`src/rtl/fpga_cfg_pkg.sv`:
```
// Shared constants and types for the tile configuration path.
// Used by the loader and by the tile wrapper around it.
package fpga_cfg_pkg;

  localparam int LUT_BITS = 32;
  localparam int SB_BITS = 16;
  localparam int PAYLOAD_BITS = LUT_BITS + 1 + SB_BITS;
  localparam int CNT_W = 6;

  localparam logic [7:0] SYNC_WORD = 8'hA5;

  localparam int LUT_LSB = 0;
  localparam int FF_BIT = 32;
  localparam int SB_LSB = 33;

  typedef enum logic [1:0] {
    HUNT,
    PAYLOAD,
    PARITY
  } state_e;

endpackage

```
`src/rtl/tile_config_loader.sv`:
```
// Serial config loader: sync hunt, 49-bit payload, even parity,
// atomic commit of LUT, register select and switch-box config.
module tile_config_loader
  import fpga_cfg_pkg::*;
(
  input  logic                clock,
  input  logic                reset,
  input  logic                din_valid,
  input  logic                din,
  output logic [LUT_BITS-1:0] lut_mem,
  output logic                lut_ff_sel,
  output logic [SB_BITS-1:0]  sb_configure,
  output logic                cfg_loaded,
  output logic                cfg_done,
  output logic                cfg_error,
  output logic                busy
);

  localparam logic [CNT_W-1:0] LAST =
    CNT_W'(PAYLOAD_BITS - 1);

  state_e                  state_q, state_d;
  logic [7:0]              sync_q, sync_d;
  logic [7:0]              sync_nxt;
  logic [CNT_W-1:0]        cnt_q, cnt_d;
  logic                    par_q, par_d;
  logic [PAYLOAD_BITS-1:0] shd_q, shd_d;
  logic [LUT_BITS-1:0]     lut_q, lut_d;
  logic                    ff_q, ff_d;
  logic [SB_BITS-1:0]      sb_q, sb_d;
  logic                    ld_q, ld_d;
  logic                    done_q, done_d;
  logic                    err_q, err_d;

  assign sync_nxt = {sync_q[6:0], din};

  always_comb begin
    state_d = state_q;
    sync_d  = sync_q;
    cnt_d   = cnt_q;
    par_d   = par_q;
    shd_d   = shd_q;
    lut_d   = lut_q;
    ff_d    = ff_q;
    sb_d    = sb_q;
    ld_d    = ld_q;
    done_d  = 1'b0;
    err_d   = 1'b0;
    if (din_valid) begin
      unique case (state_q)
        HUNT: begin
          sync_d = sync_nxt;
          if (sync_nxt == SYNC_WORD) begin
            state_d = PAYLOAD;
            cnt_d   = '0;
            par_d   = 1'b0;
          end
        end
        PAYLOAD: begin
          shd_d[cnt_q] = din;
          par_d = par_q ^ din;
          cnt_d = cnt_q + CNT_W'(1);
          if (cnt_q == LAST) state_d = PARITY;
        end
        PARITY: begin
          if ((par_q ^ din) == 1'b0) begin
            lut_d  = shd_q[LUT_LSB +: LUT_BITS];
            ff_d   = shd_q[FF_BIT];
            sb_d   = shd_q[SB_LSB +: SB_BITS];
            ld_d   = 1'b1;
            done_d = 1'b1;
          end else begin
            err_d = 1'b1;
          end
          state_d = HUNT;
          sync_d  = '0;
        end
        default: state_d = HUNT;
      endcase
    end
  end

  always_ff @(posedge clock) begin
    if (reset) begin
      state_q <= HUNT;
      sync_q  <= '0;
      cnt_q   <= '0;
      par_q   <= 1'b0;
      shd_q   <= '0;
      lut_q   <= '0;
      ff_q    <= 1'b0;
      sb_q    <= '0;
      ld_q    <= 1'b0;
      done_q  <= 1'b0;
      err_q   <= 1'b0;
    end else begin
      state_q <= state_d;
      sync_q  <= sync_d;
      cnt_q   <= cnt_d;
      par_q   <= par_d;
      shd_q   <= shd_d;
      lut_q   <= lut_d;
      ff_q    <= ff_d;
      sb_q    <= sb_d;
      ld_q    <= ld_d;
      done_q  <= done_d;
      err_q   <= err_d;
    end
  end

  assign lut_mem      = lut_q;
  assign lut_ff_sel   = ff_q;
  assign sb_configure = sb_q;
  assign cfg_loaded   = ld_q;
  assign cfg_done     = done_q;
  assign cfg_error    = err_q;
  assign busy = (state_q == PAYLOAD) ||
                (state_q == PARITY);

endmodule
```
`config.mk`:
```
export PLATFORM = sky130hd
export DESIGN_NAME = tile_config_loader
export DESIGN_NICKNAME = d
export VERILOG_FILES = /design/src/rtl/fpga_cfg_pkg.sv /design/src/rtl/tile_config_loader.sv
export SDC_FILE = /design/constraint.sdc
export NUM_CORES = 1
export LEC_CHECK = 0
export ABC_CLOCK_PERIOD_IN_PS = 2400
export CORE_UTILIZATION = 57
export CTS_BUF_LIST = sky130_fd_sc_hd__clkbuf_8
export DETAILED_ROUTE_END_ITERATION = 10
export GPL_ROUTABILITY_DRIVEN = 0
export GPL_TIMING_DRIVEN = 0
export PLACE_DENSITY = 0.92
export RECOVER_POWER = 25
export SLEW_MARGIN = 20
export SYNTH_ARGS = -nofsm -noshare
export SYNTH_HDL_FRONTEND = slang
export SYNTH_SLANG_ARGS = --single-unit
```
`constraint.sdc`:
```
create_clock -name clock -period 2.4 [get_ports clock]
set_clock_uncertainty 0.15 [all_clocks]
set_input_delay 0.72 -clock clock [delete_from_list [all_inputs] [get_ports clock]]
set_output_delay 0.72 -clock clock [all_outputs]
set_load 0.02 [all_outputs]
```
Word level (Yosys, flattened, before mapping)
Cells that the tools add are included.
{"block": "op_classes", "bitwise_logic": 4, "n_addsub": 1, "n_eq_ne": 6, "reduce_logical": 11, "n_lt_le_gt_ge": 2, "muxes": 13}
{"cell": "$bwmux W49", "count": 1}
{"cell": "$pmux W7 S2", "count": 1}
{"cell": "$pmux W6 S2", "count": 1}
{"cell": "$reduce_and A3 Y1", "count": 3}
{"cell": "$eq A8 B8 Y1 const B", "count": 1}
{"cell": "$lt A6 B7 Y1 const B", "count": 1}
{"cell": "$add A6 B1 Y6 const B", "count": 1}
{"cell": "$demux W1 S6", "count": 1}
{"cell": "$eq A6 B6 Y1 const B", "count": 1}
{"cell": "$ge A6 B1 Y1 const B", "count": 1}
{"cell": "$mux W6", "count": 1}
{"cell": "$mux W1", "count": 4}
{"cell": "$mux W2", "count": 2}
{"cell": "$ne A2 B2 Y1 const B", "count": 2}
{"cell": "$pmux W2 S2", "count": 1}
{"cell": "$reduce_and A2 Y1", "count": 2}
{"cell": "$reduce_bool A2 Y1", "count": 2}
{"cell": "$not A1 Y1", "count": 3}
{"cell": "$reduce_or A3 Y1", "count": 1}
{"cell": "$eq A2 B1 Y1 const B", "count": 1}
{"cell": "$eq A2 B2 Y1 const B", "count": 1}
{"cell": "$logic_not A2 Y1", "count": 1}
{"cell": "$pmux W1 S2", "count": 1}
{"cell": "$logic_and A1 B1 Y1", "count": 1}
{"cell": "other kinds (2)", "count": 2}
{"block": "totals", "in_bits": 4, "regBits": 117, "out_inout_bits": 53}

Depth between registers and ports, before layout
Gate-level depths: netlist (run 1).
{"block": "logic_depth", "depth_word": 5, "mapped_depth": 7}

Worst setup path before layout (run 1)
No wires, ideal clock.
{"block": "synth_path", "path_kind": "input port to flip-flop", "start": "in din", "end": "reg cnt_q[5]", "path_buffers": 1, "setup_slack_ps": 181, "arrival_ps": 1953, "setup_time_ps": 117, "path_stages": 5, "path_cell_list": "clkbuf_1 nand4b_1 o311a_4 a41o_1 a22o_1"}
{"block": "synth_via", "elab_chain_cells": 3}
{"element": "start: declaration", "line_no": "tile_config_loader.sv:9", "source": "input logic din,"}
{"element": "$eq A8 B8 Y1", "line_no": "tile_config_loader.sv:53", "source": "if (sync_nxt == SYNC_WORD) begin"}
{"element": "$ne A2 B2 Y1 (no source line)"}
{"element": "$reduce_and A3 Y1 (no source line)"}
{"element": "end signal: assignment", "line_no": "tile_config_loader.sv:99", "source": "cnt_q <= cnt_d;"}
{"element": "end: declaration", "line_no": "tile_config_loader.sv:25", "source": "logic [CNT_W-1:0] cnt_q, cnt_d;"}
No other way between the ends.
A chain may end at the register's enable or synchronous reset.

Final worst setup path (run 1)
{"block": "layout_path", "start": "in din_valid", "end": "reg shd_q[25]"}
{"block": "layout_via", "elab_chain_cells": 1}
{"element": "start: declaration", "line_no": "tile_config_loader.sv:8", "source": "input logic din_valid,"}
{"element": "$reduce_and A2 Y1 (no source line)"}
{"element": "end signal: assignment", "line_no": "tile_config_loader.sv:89", "source": "shd_q <= '0;"}
{"element": "end signal: assignment", "line_no": "tile_config_loader.sv:101", "source": "shd_q <= shd_d;"}
{"element": "end: declaration", "line_no": "tile_config_loader.sv:27", "source": "logic [PAYLOAD_BITS-1:0] shd_q, shd_d;"}
No other way between the ends.

==> summary.md, run 1 <==
| Metric | Value |
|---|---|
| H-tree Lvls | 4 |
| Seq/Total Area, Yosys | 49.7% |
| Synth cell types | 41 |
| Req. time, crit path | 2560 ps |
| Share of cells above drive strength 1 | 9.60% |
| Cell Rows | 32 |
| Clock tree root buffer cell | clkbuf_8 |
| Largest net degree at the start of global routing | 17 |
| Hpwl dp | 7710 um |
| Slew headroom | 53.4% |
| Clk slew on worst S/H paths | 70 ps |
| Final Cycle Share | 103% |
| Number of synthesized flops with an enable pin | 0 |
| P&R area growth vs syn | 24.3% |
| WL final | 12700 um |
| Antenna Diode Count | 0 |
| Worst-path fanout max | 10 |
| Worst Max-Slew Pin Slew | 694 ps |
| CTS Buffer Depth | 2 |
| RSZ-0062 raised after global routing | yes |
| Ports | 57 |
| Min Tclk post-route | 2480 ps |
| Final setup viols | 4 |
| Initial core utilization | 60.1% |
| Clock sinks | 117 |
| Layout Nets | 642 |
| Worst IR Drop VDD | 544 uV |
| Buffers on Ports | 54 |
| Hold_buf cts | 0 |
| Total grt overflow | 0 |
| Crit path DAT | 2640 ps |
| Worst path bufs/invs | 2 |
| Clock Latency Late Sink | 430 ps |
| Wirelength per Cell | 17.0 um |
| TritonCTS buffer count | 17 |
| Flip-flop and latch count after synthesis | 117 |
| Crit. End Element | flop |
| CP cell instances | clkdlybuf4s50_1, nand3b_1, clkbuf_1, nor3_1, mux2i_1, nor2_1 |
| DR vias | 4504 |
| Avg Inst Size Synth | 8.44 um2 |
| Core area | 7850 um2 |
| Commonest cells after routing, fill and taps aside | dfxtp_1 (117), nand2_1 (110), a21oi_1 (59) |
| Drt drc | 0 |
| Max-slew violations | 0 |
| Max-cap violation count | 0 |
| DRT Pass-1 Iters | 7 |
| Worst hold slack | 309 ps |
| GRT Total Usage | 30.1% |
| Antenna viol nets, final | 0 |
| Setup slack after layout | -79.9 ps |
| Mapped Cells | 559 |
| Crit path launch type | input pin |
| Fillers | 524 |
| Top FF cell, synth | dfxtp_1 |
| Vias/cell | 6.02 |
| YS warnings | 0 |
| Asr flop ratio synth | 0% |
| Pleak | 1.88 nW |
| Vias in the first global route | 4123 |
| Hold/Removal Path Class | reg2reg |
| Commonest non-fill, non-tap cell in the layout | dfxtp_1 |
| Post-Syn Nets | 568 |
| Top Family by Delay on Critical Path | buffers and inverters |
| Core Util, Final | 74.7% |
| Maximum clock rate | 403 MHz |
| Initial DRC Count | 530 |
| Kind of critical path | in2reg |
| Status | finished with violations |
| CTS tree | built |
| Die Span Y | 93.0 um |
| Die area | 8640 um2 |
| CP peak stage delay | 600 ps |
| Initial antenna violation count | 0 |
| Synthesized area | 4720 um2 |
| Power Density | 658 nW/um2 |
| Die W | 93.0 um |
| Critical path's slowest cell | clkdlybuf4s50_1 |
| Failing checks | setup timing |
| Final Hold Vio Count | 0 |
| First-pass GRT wire length | 20000 um |
==> power by group <==
group          internal [mW]  leakage, nW  switching (mW)
clock                   1.05        0.215           0.776
combinational         0.0193        0.724          0.0682
sequential              1.94        0.942         0.00160
==> stage by stage <==
stage                     total power [mW]  instances  instance area [um2]  worst slack, ps  setup TNS (ps)
final                                 3.86        748                 5860            -79.9            -180
after global routing                  3.95        748                 5860             -110            -491
after detailed placement              2.07        715                 5380             -543          -32290
after CTS                             3.85        748                 5800             1.54               0
after global placement                2.07        715                 5380             -451          -27170
after floorplan                       2.04        559                 4720              181               0
==> area by class of cell <==
type	count	area, um2	share of cell area, %
inverter	9	33.8	0.576
sequential	117	2340	39.9
clock inverter	10	105	1.79
multi-input combinational	385	2210	37.7
tap	102	128	2.18
clock buffer	22	303	5.16
timing repair buffer	55	543	9.26
buffer	48	199	3.39
==> layer usage <==
layer  global-route usage (%)  part of all wire [%]
met4                     18.6                   4.7
met5                        0                     0
met3                     11.2                   9.8
met2                     46.0                    47
met1                     35.5                    39
==> cell usage after synthesis (all sizes together), types with 2 or more instances <==
cell | number | area [um2]
buf | 4 | 18.8
a31o | 2 | 17.5
nand2 | 110 | 413
nand2b | 2 | 12.5
a22oi | 7 | 52.6
or3b | 2 | 17.5
dfxtp | 117 | 2340
o21ai | 8 | 43.8
nand4 | 2 | 12.5
nor3 | 32 | 160
nor4 | 15 | 93.8
or2 | 2 | 12.5
a211oi | 3 | 22.5
clkbuf | 44 | 165
and3 | 2 | 12.5
inv | 9 | 33.8
nand3 | 5 | 25.0
nand3b | 5 | 37.5
nor4b | 3 | 26.3
a41o | 3 | 30.0
nor2 | 58 | 218
ha | 5 | 62.6
a22o | 2 | 18.8
mux2i | 45 | 450
nand4b | 2 | 17.5
a21oi | 59 | 295
==> timing repair <==
action	CTS	global route
pin swaps	0	0
resized for setup	2	32
endpoints found under the setup margin	8	69
gates cloned	0	0
setup buffers	1	0
==> tightest hold or removal path, stage by stage, from the launching register on <==
cell and delay (ps):
dfxtp_1 310, nand2_1 50, a21oi_1 50
==> flip-flops by register name, summed over array words and instances (netlist names) <==
| register | count |
|---|---|
| shd_q | 49 |
| lut_mem | 32 |
| sb_configure | 16 |
| sync_q | 7 |
| cnt_q | 6 |
| state_q | 2 |
| cfg_done | 1 |
| cfg_error | 1 |
| cfg_loaded | 1 |
| lut_ff_sel | 1 |
| par_q | 1 |
==> logic make-up (layout without fill, tap and decap cells) <==
group / count (synthesis) / after routing / synth area share (%)
simple gates: 246 / 246 / 23.5
flops: 117 / 117 / 49.7
fa+ha+maj: 5 / 5 / 1.33
xor+xnor: 1 / 1 / 0.186
mux: 46 / 46 / 9.79
compound gates: 87 / 87 / 10.9
buf+inv: 57 / 144 / 4.62
==> path summary, 6_finish.rpt <==
| check | slack [ps] | end | cells past startpoint | startpoint |
|---|---|---|---|---|
| worst min-delay path | 310 | lut_ff_sel$_SDFFE_PP0P_ | 2 | lut_ff_sel$_SDFFE_PP0P_ |
| worst max-delay path | -80 | shd_q[25]$_SDFFE_PP0P_ | 6 | din_valid |
| worst min register to register | 310 | lut_ff_sel$_SDFFE_PP0P_ | 2 | lut_ff_sel$_SDFFE_PP0P_ |
| worst max register to register | 10 | shd_q[3]$_SDFFE_PP0P_ | 6 | cnt_q[1]$_SDFFE_PP0P_ |
(Power assumes the default switching activity.)
==> inputs of run 2 (changes only) <==
- CORE_UTILIZATION: 57 -> 60
- CTS_BUF_LIST: sky130_fd_sc_hd__clkbuf_8 -> not set
- DONT_BUFFER_PORTS: not set -> 1
- PLACE_DENSITY: 0.92 -> 0.84
==> summary.md, run 2 (synthesis gave the netlist of run 1 again) <==
| Metric | Value |
|---|---|
| Total grt overflow | 0 (unchanged) |
| Worst-path fanout max | 10 (unchanged) |
| Max FFs per register | 49 (unchanged) |
| WL final | 11400 um (was 12700 um) |
| Drt drc | 0 (unchanged) |
| Worst Max-Slew Pin Slew | 754 ps (was 694 ps) |
| Slew headroom | 49.7% (was 53.4%) |
| Worst IR Drop VDD | 478 uV (was 544 uV) |
| Cell Rows | 31 (was 32) |
| DR vias | 4071 (was 4504) |
| P&R area growth vs syn | 14.2% (was 24.3%) |
| Reg2Reg Depth | 6 (unchanged) |
| Pleak | 1.70 nW (was 1.88 nW) |
| Initial DRC Count | 434 (was 530) |
| Antenna viol nets, final | 0 (unchanged) |
| Crit path launch type | flop (was input pin) |
| Hold depth | 2 (unchanged) |
| Final setup viols | 0 (was 4) |
| TritonCTS buffer count | 17 (unchanged) |
| Hold Path Origin | shd_q[28]$_SDFFE_PP0P_ (was lut_ff_sel$_SDFFE_PP0P_) |
| Antenna Diode Count | 0 (unchanged) |
| RSZ-0062 raised after global routing | no (was yes) |
| Commonest non-fill, non-tap cell in the layout | dfxtp_1 (unchanged) |
| Crit. End Element | flop (unchanged) |
| Commonest cells after routing, fill and taps aside | dfxtp_1 (117), nand2_1 (110), a21oi_1 (59) (unchanged) |
| Tot Pwr | 4.28 mW (was 3.86 mW) |
| FF-to-FF setup slack | 40 ps (was 10 ps) |
| Crit path DAT | 2590 ps (was 2640 ps) |
| Ports | 57 (unchanged) |
| Min Tclk post-route | 2360 ps (was 2480 ps) |
| Max-cap violation count | 0 (unchanged) |
| Worst r2r dst | shd_q[38]$_SDFFE_PP0P_ (was shd_q[3]$_SDFFE_PP0P_) |
| Clock Latency Late Sink | 520 ps (was 430 ps) |
| Largest net degree at the start of global routing | 17 (unchanged) |
| First-pass GRT wire length | 18700 um (was 20000 um) |
| Share of cells above drive strength 1 | 7.46% (was 9.60%) |
| Maximum clock rate | 425 MHz (was 403 MHz) |
| CTS Buffer Depth | 2 (unchanged) |
| Wirelength per Cell | 16.5 um (was 17.0 um) |
| WHS Endpoint | lut_mem[28]$_SDFFE_PP0P_ (was lut_ff_sel$_SDFFE_PP0P_) |
| Core area | 7410 um2 (was 7850 um2) |
| Final Hold Vio Count | 0 (unchanged) |
| DRT Pass-1 Iters | 5 (was 7) |
| Hold/Removal Path Class | reg2reg (unchanged) |
| Max-slew violations | 0 (unchanged) |
| Clock sinks | 117 (unchanged) |
| RR Startpoint | cnt_q[1]$_SDFFE_PP0P_ (unchanged) |
| Buffers on Ports | 0 (was 54) |
| Layout Nets | 588 (was 642) |
| Fin Setup TNS | 0 ps (was -180 ps) |
| Setup slack after layout | 44.4 ps (was -79.9 ps) |
| Core Util, Final | 72.7% (was 74.7%) |
| Vias/cell | 5.91 (was 6.02) |
| Die W | 90.7 um (was 93.0 um) |
| Biggest register | shd_q (unchanged) |
| Req. time, crit path | 2640 ps (was 2560 ps) |
| Initial core utilization | 63.7% (was 60.1%) |
| H-tree Lvls | 4 (unchanged) |
| Initial antenna violation count | 0 (unchanged) |
| Clock tree root buffer cell | clkbuf_8 (unchanged) |
| Hpwl dp | 7460 um (was 7710 um) |
| Final Cycle Share | 98.1% (was 103%) |
| GRT Total Usage | 29.0% (was 30.1%) |
| Die Span Y | 90.7 um (was 93.0 um) |
| Kind of critical path | reg2reg (was in2reg) |
| Clk slew on worst S/H paths | 50 ps (was 70 ps) |
| Vias in the first global route | 3974 (was 4123) |
| Power Density | 795 nW/um2 (was 658 nW/um2) |
| Worst slack, placed | -357 ps (was -543 ps) |
| Die area | 8220 um2 (was 8640 um2) |
| CTS tree | built (unchanged) |
| Status | finished clean (was finished with violations) |
-- run 2: cell types whose count changed in the layout (fill, tap and decap cells not counted), moves of 3 or more --
cell | previous run | this run
clkdlybuf4s50_1 | 53 | 0
clkbuf_8 | 22 | 3
clkbuf_16 | 0 | 16
clkbuf_1 | 34 | 46
clkbuf_2 | 10 | 0
nor4_1 | 10 | 14
inv_1 | 12 | 9
nor4_2 | 4 | 1
-- run 2: power by group --
| group | switching (mW) | internal (mW) |
|---|---|---|
| Clock | 0.850 | 1.41 |
| Combinational | 0.0631 | 0.0173 |
| Sequential | 0.00150 | 1.95 |
| Total | 0.914 | 3.37 |
-- run 2: critical path, stage by stage, from the launching register on --
cell and delay, ps:
dfxtp_1 360, clkbuf_1 360, nand3_1 360, clkbuf_1 350
nor3_1 370, mux2i_1 220, nor2_1 50
-- run 2: cell type report --
cell class                 instances  area, um2
inverter                           9       33.8
multi-input combinational        385       2160
clock inverter                     9       81.3
clock buffer                      21        449
timing repair buffer               1       7.51
fill                             578       2020
buffer                            48        184
tap                               99        124
sequential                       117       2340
-- run 2: what timing repair did --
item                                    in CTS  in global routing
resized for setup                            1                  0
setup buffers                                0                  1
hold buffers                                 0                  0
pin swaps                                    0                  1
endpoints found under the setup margin       1                  8
-- run 2: how the worst max path moves through the flow --
stage               slack, ps                    start                  endpoint
finish                     40    cnt_q[1]$_SDFFE_PP0P_    shd_q[38]$_SDFFE_PP0P_
global route                9  state_q[1]$_SDFFE_PP0P_    shd_q[20]$_SDFFE_PP0P_
CTS                        40  state_q[1]$_SDFFE_PP0P_    shd_q[22]$_SDFFE_PP0P_
detailed placement       -360                      din  lut_mem[10]$_SDFFE_PP0P_
global placement         -320                      din   lut_mem[7]$_SDFFE_PP0P_
floorplan                 180                      din     cnt_q[5]$_SDFFE_PP0P_
-- run 2: per-stage QoR --
| stage | hold WS (ps) | area (um2) | std cells |
|---|---|---|---|
| 3_3_place_gp | 296 | 4840 | 658 |
| 4_1_cts | 310 | 5380 | 688 |
| 2_1_floorplan | 278 | 4720 | 559 |
| 3_5_place_dp | 300 | 4840 | 658 |
| 5_1_grt | 327 | 5380 | 689 |
| 6_report | 306 | 5380 | 689 |
-- run 2: metal layers --
layer | routed length [um] | vias up | part of all wire [%] | track usage [%]
met5 | 0 | - | 0 | 0
met4 | 303 | 0 | 2.7 | 13.6
met3 | 951 | 35 | 8.4 | 9.34
met2 | 5420 | 194 | 48 | 47.1
met1 | 4700 | 1893 | 41 | 34.7
li1 | - | 1949 | - | -
==> inputs of run 3 (changes only) <==
- CORE_MARGIN: not set -> 2
==> summary.md, run 3 (synthesis gave the netlist of run 1 again) <==
| Metric | Value |
|---|---|
| Max-slew violations | 0 (unchanged) |
| Antenna viol nets, final | 0 (unchanged) |
| Min Tclk post-route | 2270 ps (was 2360 ps) |
| Setup slack after layout | 131 ps (was 44.4 ps) |
| Final Hold Vio Count | 0 (unchanged) |
| Fillers | 577 (was 578) |
| Area after DPL | 4840 um2 (about the same) |
| GRT Total Usage | 28.5% (was 29.0%) |
| WL final | 11700 um (was 11400 um) |
| Max FFs per register | 49 (unchanged) |
| CTS Buffer Depth | 2 (unchanged) |
| Die W | 92.7 um (was 90.7 um) |
| GRT Max-Usage Layer | met2 (unchanged) |
| Final Cycle Share | 94.6% (was 98.1%) |
| DR vias | 4084 (was 4071) |
| Clock tree root buffer cell | clkbuf_8 (unchanged) |
| Crit. End Element | flop (unchanged) |
| Maximum clock rate | 441 MHz (was 425 MHz) |
| Clk slew on worst S/H paths | 60 ps (was 50 ps) |
| Antenna Diode Count | 0 (unchanged) |
| Tot Pwr | 4.57 mW (was 4.28 mW) |
| Commonest non-fill, non-tap cell in the layout | dfxtp_1 (unchanged) |
| GRT met2 Usage | 47.9% (was 47.1%) |
| Slew headroom | 48.8% (was 49.7%) |
| Worst path bufs/invs | 3 (was 2) |
| Die area | 8580 um2 (was 8220 um2) |
| Initial antenna violation count | 0 (unchanged) |
| Hold Path Origin | shd_q[22]$_SDFFE_PP0P_ (was shd_q[28]$_SDFFE_PP0P_) |
| RR Startpoint | state_q[1]$_SDFFE_PP0P_ (was cnt_q[1]$_SDFFE_PP0P_) |
| Biggest register | shd_q (unchanged) |
| Hpwl dp | 7420 um (was 7460 um) |
| TritonCTS buffer count | 17 (unchanged) |
| Clock sinks | 117 (unchanged) |
| Critical path origin | state_q[1]$_SDFFE_PP0P_ (was cnt_q[1]$_SDFFE_PP0P_) |
| Crit path launch type | flop (unchanged) |
| P&R area growth vs syn | 16.0% (was 14.2%) |
| Vias in the first global route | 3967 (was 3974) |
| Initial core utilization | 61.3% (was 63.7%) |
| Cell area after layout | 5470 um2 (was 5380 um2) |
| Critical path's slowest cell | clkbuf_1 (was nor3_1) |
| Placed insts | 661 (was 658) |
| Wirelength per Cell | 16.8 um (was 16.5 um) |
| Status | finished with violations (was finished clean) |
| First-pass GRT wire length | 19100 um (was 18700 um) |
| Max-cap violation count | 0 (unchanged) |
| Buffers on Ports | 0 (unchanged) |
| Worst slack, placed | -326 ps (was -357 ps) |
| Die Span Y | 92.7 um (was 90.7 um) |
| Worst IR Drop VDD | 497 uV (was 478 uV) |
| Hold/Removal Path Class | reg2reg (unchanged) |
| CP peak stage delay | 360 ps (was 370 ps) |
| Crit path DAT | 2510 ps (was 2590 ps) |
| Register area | 2340 um2 (unchanged) |
| Final Non-Filler Cells | 693 (was 689) |
| Vias/cell | 5.89 (was 5.91) |
| GR met1 Demand/Resource | 34.3% (was 34.7%) |
| Clock Latency Late Sink | 520 ps (about the same) |
| DRT Pass-1 Iters | 9 (was 5) |
| CTS tree | built (unchanged) |
| Ports | 57 (unchanged) |
| Req. time, crit path | 2640 ps (about the same) |
| Layout Nets | 588 (unchanged) |
| Worst Max-Slew Pin Slew | 766 ps (was 754 ps) |
| Pleak | 1.74 nW (was 1.70 nW) |
| Initial DRC Count | 342 (was 434) |
| Multi-input logic area | 2170 um2 (was 2160 um2) |
| Largest net degree at the start of global routing | 17 (unchanged) |
| Cell Rows | 32 (was 31) |
| Drt drc | 1 (was 0) |
| Share of cells above drive strength 1 | 8.29% (was 7.46%) |
| Met3 Resource Use GR | 6.59% (was 9.34%) |
| Commonest cells after routing, fill and taps aside | dfxtp_1 (117), nand2_1 (110), a21oi_1 (59) (unchanged) |
| Power Density | 836 nW/um2 (was 795 nW/um2) |
| Final setup viols | 0 (unchanged) |
| Fin Setup TNS | 0 ps (unchanged) |
| Kind of critical path | reg2reg (unchanged) |
| Top Family by Delay on Critical Path | buffers and inverters (was simple AND/OR/NAND/NOR gates) |
| Worst-path fanout max | 10 (unchanged) |
| Failing checks | DRC |
| CP cell instances | inv_1, ha_1, clkbuf_1, nand4b_1, buf_4, nor4b_1, mux2i_1, nor2_1 (was clkbuf_1, nand3_1, clkbuf_1, nor3_1, mux2i_1, nor2_1) |
| Core area | 7690 um2 (was 7410 um2) |
| Total grt overflow | 0 (unchanged) |
| H-tree Lvls | 4 (unchanged) |
run 3: layer usage:
| metal | part of all wire, % | up-vias |
|---|---|---|
| met2 | 48 | 197 |
| met5 | 0 | - |
| met1 | 41 | 1908 |
| li1 | - | 1938 |
| met3 | 8.0 | 41 |
| met4 | 3.4 | 0 |
run 3: worst paths after layout:
kind	to	slack (ps)	depth (start not counted)
setup / recovery	shd_q[18]$_SDFFE_PP0P_	130	8
hold / removal	lut_mem[22]$_SDFFE_PP0P_	300	2
setup reg to reg	shd_q[18]$_SDFFE_PP0P_	130	8
hold reg to reg	lut_mem[22]$_SDFFE_PP0P_	300	2
run 3: power breakdown:
part	internal [mW]	leakage (nW)	switching [mW]	total [mW]
Sequential	1.95	0.942	0.00146	1.95
Clock	1.68	0.286	0.864	2.55
Combinational	0.0172	0.511	0.0631	0.0804
Total	3.64	1.74	0.928	4.57
run 3: metrics by stage:
stage | hold slack (ps) | util [%]
after floorplan | 278 | -
final | 305 | 71.2
after detailed placement | 292 | 63.0
after CTS | 306 | 70.9
after global routing | 319 | 71.2
after global placement | 293 | 63.0
run 3: area by class of cell:
class | instances | area share (%)
timing repair buffer | 1 | 0.137
clock buffer | 23 | 8.71
clock inverter | 8 | 2.24
tap | 102 | 2.33
inverter | 9 | 0.618
buffer | 48 | 3.41
sequential | 117 | 42.8
multi-input combinational | 385 | 39.7
run 3: timing repair:
| action | 4_1_cts | 5_1_grt |
|---|---|---|
| pin swaps | 0 | 1 |
| setup endpoints to repair | 1 | 19 |
| gates resized for setup | 1 | 6 |
| hold buffers | 0 | 0 |
| setup buffers | 0 | 1 |
run 3: tightest hold or removal path, stage by stage, from the launching register on:
cell and delay [ps]:
dfxtp_1 310, nand2_1 50, a21oi_1 50
